<file path="src/rtl/button_event.sv">
// Button event generator: turns a debounced level into press, release,
// short, long and auto-repeat strobes, plus a held level.
module button_event #(
  parameter int LONG_COUNTS   = 50_000_000,
  parameter int REPEAT_COUNTS = 10_000_000,
  parameter bit ACTIVE_LOW    = 1'b1
) (
  input  logic clk,
  input  logic reset,
  input  logic button_level,
  output logic press_pulse,
  output logic release_pulse,
  output logic short_press,
  output logic long_press,
  output logic repeat_pulse,
  output logic held
);

  localparam int MAXC = (LONG_COUNTS > REPEAT_COUNTS)
                      ? LONG_COUNTS : REPEAT_COUNTS;
  localparam int CW = $clog2(MAXC + 1);

  localparam logic [CW-1:0] LONG_C = CW'(LONG_COUNTS);
  localparam logic [CW-1:0] REP_C  = CW'(REPEAT_COUNTS);
  localparam logic [CW-1:0] ONE    = CW'(1);
  localparam logic [CW-1:0] ZERO   = '0;

  typedef enum logic [1:0] {
    IDLE   = 2'd0,
    HOLD   = 2'd1,
    REPEAT = 2'd2
  } state_t;

  state_t        state_q, state_d;
  logic [CW-1:0] cnt_q, cnt_d;

  logic press_q, press_d;
  logic rel_q, rel_d;
  logic short_q, short_d;
  logic long_q, long_d;
  logic rep_q, rep_d;
  logic held_q, held_d;

  logic pressed;
  logic long_hit;
  logic rep_hit;

  assign pressed  = button_level ^ ACTIVE_LOW;
  assign long_hit = (cnt_q == LONG_C);
  assign rep_hit  = (cnt_q == REP_C);

  // State, counter and registered strobes; counter holds cycles since entry
  always_ff @(posedge clk) begin
    if (reset) begin
      state_q <= IDLE;
      cnt_q   <= ZERO;
      press_q <= 1'b0;
      rel_q   <= 1'b0;
      short_q <= 1'b0;
      long_q  <= 1'b0;
      rep_q   <= 1'b0;
      held_q  <= 1'b0;
    end else begin
      state_q <= state_d;
      cnt_q   <= cnt_d;
      press_q <= press_d;
      rel_q   <= rel_d;
      short_q <= short_d;
      long_q  <= long_d;
      rep_q   <= rep_d;
      held_q  <= held_d;
    end
  end

  // Next state; release beats a terminal count on the same edge
  always_comb begin
    state_d = state_q;
    cnt_d   = cnt_q;
    unique case (state_q)
      IDLE: begin
        if (pressed) begin
          state_d = HOLD;
          cnt_d   = ONE;
        end
      end
      HOLD: begin
        if (!pressed) begin
          state_d = IDLE;
          cnt_d   = ZERO;
        end else if (long_hit) begin
          state_d = REPEAT;
          cnt_d   = ONE;
        end else begin
          cnt_d = cnt_q + ONE;
        end
      end
      REPEAT: begin
        if (!pressed) begin
          state_d = IDLE;
          cnt_d   = ZERO;
        end else if (rep_hit) begin
          cnt_d = ONE;
        end else begin
          cnt_d = cnt_q + ONE;
        end
      end
      default: begin
        state_d = IDLE;
        cnt_d   = ZERO;
      end
    endcase
  end

  // Strobe decode from the current state and the sampled level
  always_comb begin
    press_d = 1'b0;
    rel_d   = 1'b0;
    short_d = 1'b0;
    long_d  = 1'b0;
    rep_d   = 1'b0;
    held_d  = (state_d != IDLE);
    unique case (state_q)
      IDLE: begin
        press_d = pressed;
      end
      HOLD: begin
        rel_d   = !pressed;
        short_d = !pressed;
        long_d  = pressed && long_hit;
      end
      REPEAT: begin
        rel_d = !pressed;
        rep_d = pressed && rep_hit;
      end
      default: begin
        press_d = 1'b0;
      end
    endcase
  end

  assign press_pulse   = press_q;
  assign release_pulse = rel_q;
  assign short_press   = short_q;
  assign long_press    = long_q;
  assign repeat_pulse  = rep_q;
  assign held          = held_q;

endmodule
</file>
<file path="config.mk">
export PLATFORM = sky130hd
export DESIGN_NAME = button_event
export DESIGN_NICKNAME = d
export VERILOG_FILES = /design/src/rtl/button_event.sv
export SDC_FILE = /design/constraint.sdc
export NUM_CORES = 1
export LEC_CHECK = 0
export CAP_MARGIN = 20
export CORE_ASPECT_RATIO = 0.5
export CORE_UTILIZATION = 30
export CTS_CLUSTER_DIAMETER = 60
export DETAILED_ROUTE_END_ITERATION = 8
export GPL_TIMING_DRIVEN = 0
export PLACE_DENSITY_LB_ADDON = 0.1
export SETUP_SLACK_MARGIN = 0.1
export SYNTH_ARGS = -nofsm -noshare
export SYNTH_HDL_FRONTEND = slang
export SYNTH_SLANG_ARGS = --single-unit
</file>
<file path="constraint.sdc">
create_clock -name clk -period 4 [get_ports clk]
set_input_delay 0.6 -clock clk [delete_from_list [all_inputs] [get_ports clk]]
set_output_delay 0.6 -clock clk [all_outputs]
set_load 0.01 [all_outputs]
</file>
== Word level (Yosys, flattened, before mapping) ==
Cells that the tools add are included.
W data, S select, Z words.

* $add $sub $neg: 1
* Equality and inequality tests: 5
* Mux-type cells: 11
* Bitwise operators: 5
* Reduce and logical (&&, ||, !) cells: 9

{| class="wikitable"
|+ Operators by type and width
! kind !! count
|-
| $mux W26 || 5
|-
| $pmux W26 S3 || 1
|-
| $add A26 B1 Y26 const B || 1
|-
| $eq A26 B24 Y1 const B || 1
|-
| $eq A26 B26 Y1 const B || 1
|-
| $reduce_or A2 Y1 || 5
|-
| $mux W2 || 4
|-
| $pmux W2 S3 || 1
|-
| $not A1 Y1 || 5
|-
| $eq A2 B1 Y1 const B || 1
|-
| $eq A2 B2 Y1 const B || 1
|-
| $logic_and A1 B1 Y1 || 2
|-
| $logic_not A2 Y1 || 1
|-
| $ne A2 B2 Y1 const B || 1
|-
| $reduce_bool A2 Y1 || 1
|}

* Bits in registers: 34
* Output and inout port bits: 6
* Logic and storage cells: 39

== Depth between registers and ports, before layout ==
* Depth in word-level cells: 5
* Mapped depth: 10

== Worst setup path after synthesis ==
Ideal clock, no wire load.

* Path type: flip-flop to flip-flop
* From: reg cnt_q[0]
* To: reg cnt_q[22]
* Setup time: 0.074 ns
* Data arrival time: 1.780 ns
* Required time: 3.926 ns
* Setup slack: 2.146 ns
* Stages on the path, launching flop included: 10
* Buffers on the path: 1
* Clock period less this slack: 1.854 ns
* Cell sequence: dfxtp_1 > inv_1 > ha_1 > nor4b_2 > nand4_1 > o211ai_1 > and2_1 > buf_4 > or3_1 > o21ai_0

* Cells in the longest elaborated chain, start to end: 4

{| class="wikitable"
|+ RTL lines
! item !! RTL line !! text
|-
| start, declared || 35 || <nowiki>logic [CW-1:0] cnt_q, cnt_d;</nowiki>
|-
| start signal, assigned || 65 || <nowiki>cnt_q <= cnt_d;</nowiki>
|-
| $add A26 B1 Y26 (tied with other cells) || 94, 104 ||
|-
| $mux W26, on equally long branches || 101, 90 ||
|-
| $mux W26, on equally long branches || 98, 87 ||
|-
| $pmux W26 S3 (*) || 79 || <nowiki>unique case (state_q)</nowiki>
|}

Every way passes the cells marked *; elsewhere a longest branch is shown, timed or not.
A chain may end at the register's enable or synchronous reset.

== Final worst setup path ==
* From: reg cnt_q[0]
* To: reg cnt_q[25]

Same word-level chain as after synthesis.

==> results.sh <==
export IMPL_mappedNetlistNets=234
export IMPL_hold_viol=0
export IMPL_grt_start_max_net_pins=11
export IMPL_timing_worst_slew_pin_value_ps=555.8
export IMPL_finalWeightedCongestion=0.7678
export IMPL_initial_cell_density_of_the_core_pct=32.62
export IMPL_most_prevalent_standard_cell_on_the_critical_path="sky130_fd_sc_hd__buf_6"
export IMPL_crit_path_max_incr_delay_ps=370
export IMPL_detailedRoute_firstPassIterationCount=4
export IMPL_tritoncts="yes"
export IMPL_synthCells=225
export IMPL_crit_path_cell_trace="inv_1 > ha_1 > nor4b_2 > nand4_1 > o211ai_1 > nand2_1 > buf_6 > buf_6 > a21oi_1 > mux2i_1"
export IMPL_first_global_vias=1533
export IMPL_timing_critical_path_buf_inv=3
export IMPL_finalClockSkew_ps=4.112
export IMPL_pwr_density_cell_nw_per_um2=359.5
export IMPL_critical_path_top_delay_family="simple AND/OR/NAND/NOR gates"
export IMPL_cts_root_buffer="sky130_fd_sc_hd__clkbuf_16"
export IMPL_die_width_um=113.9
export IMPL_synthToLayoutAreaGrowth_pct=17.73
export IMPL_finalMaxSlewViolations=0
export IMPL_total_of_buffers_placed_on_input_and_output_ports=8
export IMPL_synth_top_cell_by_area="sky130_fd_sc_hd__dfxtp_1"
export IMPL_antenna_cells_inserted=0
export IMPL_netlist_area_leader_share_pct=36.27
export IMPL_initialDrtViolationCount=124
export IMPL_peakVddDrop_mv=0.1819
export IMPL_fin_util_pct=38.41
export IMPL_core_region_area_um2=5753
export IMPL_drc_errors=0
export IMPL_data_arrival_at_the_endpoint_of_the_critical_path_ps=2520
export IMPL_setup_violations=0
export IMPL_design_final_nets=249
export IMPL_fmaxAchievable_mhz=422.3
export IMPL_die_area_um2=6596
export IMPL_detail_route_vias_per_cell=5.160
export IMPL_numCtsBuffers=5
export IMPL_timing_slew_headroom_pct=62.95
export IMPL_grt_use_total_pct=15.73
export IMPL_post_synth_instance_area_um2=1877
export IMPL_vias=1677
export IMPL_critPathSlowestCell="sky130_fd_sc_hd__dfxtp_1"
export IMPL_hpwlAfterDp_um=3347
export IMPL_yosys_warnings=0
export IMPL_post_cts_resized_instances=0
export IMPL_final_layout_size_suffix_gt1_share_pct=10.79
export IMPL_cts_setup_buffers=0
export IMPL_synth_edf_count=0
export IMPL_synth_yosys_seq_area_share_pct=36.27
export IMPL_finalSetupTns_ps=0
export IMPL_htree_num_levels=2
export IMPL_netlist_top_cells_area="sky130_fd_sc_hd__dfxtp_1 36%, sky130_fd_sc_hd__a31oi_1 4.3%, sky130_fd_sc_hd__nand2_1 4.2%"
export IMPL_postRouteWirelength_um=4662
export IMPL_post_route_period_util_pct=59.20
export IMPL_postSynth_asyncResetShare_pct=0
export IMPL_route_detailed_wl_per_inst_um=14.34
export IMPL_unrepaired_setup_endpoints_after_global_routing="no"
export IMPL_timing_hold_worst_class="reg2reg"
export IMPL_clock_insertion_delay_worst_skew_ps=270
export IMPL_dieHeight_um=57.93
export IMPL_postCtsHoldBufs=0
export IMPL_timing_final_crit_period_ps=2368
export IMPL_placement_rows=19
export IMPL_worst_setup_path_type="reg2reg"
export IMPL_boundaryPins=9
export IMPL_static_leakage_power_nw=0.7322
export IMPL_crit_required_ps=4160
export IMPL_ctsLongestPathBuffers=2
export IMPL_worst_path_max_fanout=10
export IMPL_synth_seq_cells=34
export IMPL_grt_overflow_total=0
export IMPL_drtAntennaViolNets=0
export IMPL_synth_distinct_cells=50
export IMPL_antenna_found_initial=0
export IMPL_ys_flop_type="sky130_fd_sc_hd__dfxtp_1"
export IMPL_outcome="finished clean"
export IMPL_startpoint_type="flop"
export IMPL_cp_end_kind="flop"
export IMPL_synth_area_per_cell_um2=8.341
export IMPL_clk_pin_slew_ps=60
export IMPL_wire_length_of_the_first_global_routing_pass_um=7948
export IMPL_tritoncts_num_sinks=34
export IMPL_max_cap_viol=0
==> synthesized netlist by cell type, types with 2 or more instances <==
master and count:
sky130_fd_sc_hd__a21oi_1 15, sky130_fd_sc_hd__a31oi_1 13, sky130_fd_sc_hd__and2_1 3, sky130_fd_sc_hd__and3_1 2, sky130_fd_sc_hd__and3b_1 2, sky130_fd_sc_hd__and4_1 2
sky130_fd_sc_hd__buf_6 4, sky130_fd_sc_hd__clkbuf_1 3, sky130_fd_sc_hd__dfxtp_1 34, sky130_fd_sc_hd__ha_1 6, sky130_fd_sc_hd__inv_1 8, sky130_fd_sc_hd__mux2i_1 3
sky130_fd_sc_hd__nand2_1 21, sky130_fd_sc_hd__nand2b_1 2, sky130_fd_sc_hd__nand3_1 10, sky130_fd_sc_hd__nand4_1 9, sky130_fd_sc_hd__nor2_1 18, sky130_fd_sc_hd__nor3_1 7
sky130_fd_sc_hd__nor3b_1 2, sky130_fd_sc_hd__nor4_1 2, sky130_fd_sc_hd__nor4b_1 2, sky130_fd_sc_hd__nor4bb_1 2, sky130_fd_sc_hd__o211ai_1 4, sky130_fd_sc_hd__o21ai_0 13
sky130_fd_sc_hd__o21ba_2 2, sky130_fd_sc_hd__or2_2 4, sky130_fd_sc_hd__or2b_1 4, sky130_fd_sc_hd__or3_1 3, sky130_fd_sc_hd__xor2_1 4
==> worst paths after layout <==
check             from         to  slack (ps)  cells past startpoint
max           cnt_q[0]  cnt_q[25]        1630                     10
min reg2reg  cnt_q[19]  cnt_q[19]         480                      1
min          cnt_q[19]  cnt_q[19]         480                      1
max reg2reg   cnt_q[0]  cnt_q[25]        1630                     10
==> layout make-up <==
class / instances / area, um2
Clock inverter: 1 / 5.005
Multi-Input combinational cell: 173 / 1092
Clock buffer: 7 / 142.6
Inverter: 8 / 30.03
Sequential cell: 34 / 680.7
Fill cell: 599 / 3543
Tap cell: 84 / 105.1
Buffer: 10 / 73.82
Timing Repair Buffer: 8 / 80.08
==> power breakdown <==
| part | switching (mW) | total (mW) | internal (mW) | leakage (nW) |
|---|---|---|---|---|
| sequential | 0.00456 | 0.348 | 0.344 | 0.275 |
| combinational | 0.0331 | 0.0569 | 0.0237 | 0.383 |
| clock | 0.142 | 0.389 | 0.247 | 0.0739 |
| total | 0.180 | 0.794 | 0.615 | 0.732 |
==> routing by layer <==
| metal | vias to the layer above | part of all wire (%) | GRT usage [%] | wire, um |
|---|---|---|---|---|
| met5 | - | 0 | 0 | 0 |
| met4 | 0 | 0.58 | 4.267 | 27 |
| met3 | 2 | 3.7 | 4.079 | 172 |
| met2 | 26 | 42 | 23.78 | 1950 |
| met1 | 786 | 54 | 22.29 | 2510 |
| li1 | 863 | - | - | - |
==> per-stage QoR <==
stage	area (um2)	worst slack, ps	cells	hold slack [ps]	power, mW
after floorplan	1877	2146	225	431.9	0.3918
after global placement	2062	1544	317	470.7	0.4128
after detailed placement	2062	1520	317	469.0	0.4129
after CTS	2210	1632	325	478.3	0.8025
after global routing	2210	1436	325	501.4	0.8279
final	2210	1632	325	479.5	0.7943
==> registers in the layout, summed over array words and instances, names as in the netlist <==
register and flops:
cnt_q 26, held 1, long_press 1, press_pulse 1, release_pulse 1, repeat_pulse 1, short_press 1, state_q 2
==> cells in the final DEF, fill, tap and decap left out, types with 7 or more instances in the layout <==
cell type and instances:
sky130_fd_sc_hd__nand2_1 21, sky130_fd_sc_hd__dfxtp_1 34, sky130_fd_sc_hd__nor2_1 18, sky130_fd_sc_hd__nand3_1 10
sky130_fd_sc_hd__nand4_1 9, sky130_fd_sc_hd__a21oi_1 15, sky130_fd_sc_hd__a31oi_1 13, sky130_fd_sc_hd__clkdlybuf4s50_1 8
sky130_fd_sc_hd__nor3_1 7, sky130_fd_sc_hd__o21ai_0 13, sky130_fd_sc_hd__inv_1 8
==> logic make-up (layout without fill, tap and decap cells) <==
kind of cell | after synthesis | count (layout) | share of synthesized area (%)
mux | 3 | 3 | 1.600
compound gates | 55 | 55 | 18.60
simple gates | 104 | 104 | 31.67
buf+inv | 18 | 34 | 5.533
flops | 34 | 34 | 36.27
fa+ha+maj | 6 | 6 | 4.000
xor+xnor | 5 | 5 | 2.333
==> worst register-to-register path: stages, from the launching register on <==
cell,delay (ps)
sky130_fd_sc_hd__dfxtp_1,370
sky130_fd_sc_hd__inv_1,90
sky130_fd_sc_hd__ha_1,170
sky130_fd_sc_hd__nor4b_2,200
sky130_fd_sc_hd__nand4_1,340
sky130_fd_sc_hd__o211ai_1,330
sky130_fd_sc_hd__nand2_1,180
sky130_fd_sc_hd__buf_6,190
sky130_fd_sc_hd__buf_6,150
sky130_fd_sc_hd__a21oi_1,140
sky130_fd_sc_hd__mux2i_1,90
No activity file was read; power rests on OpenSTA's default activity.
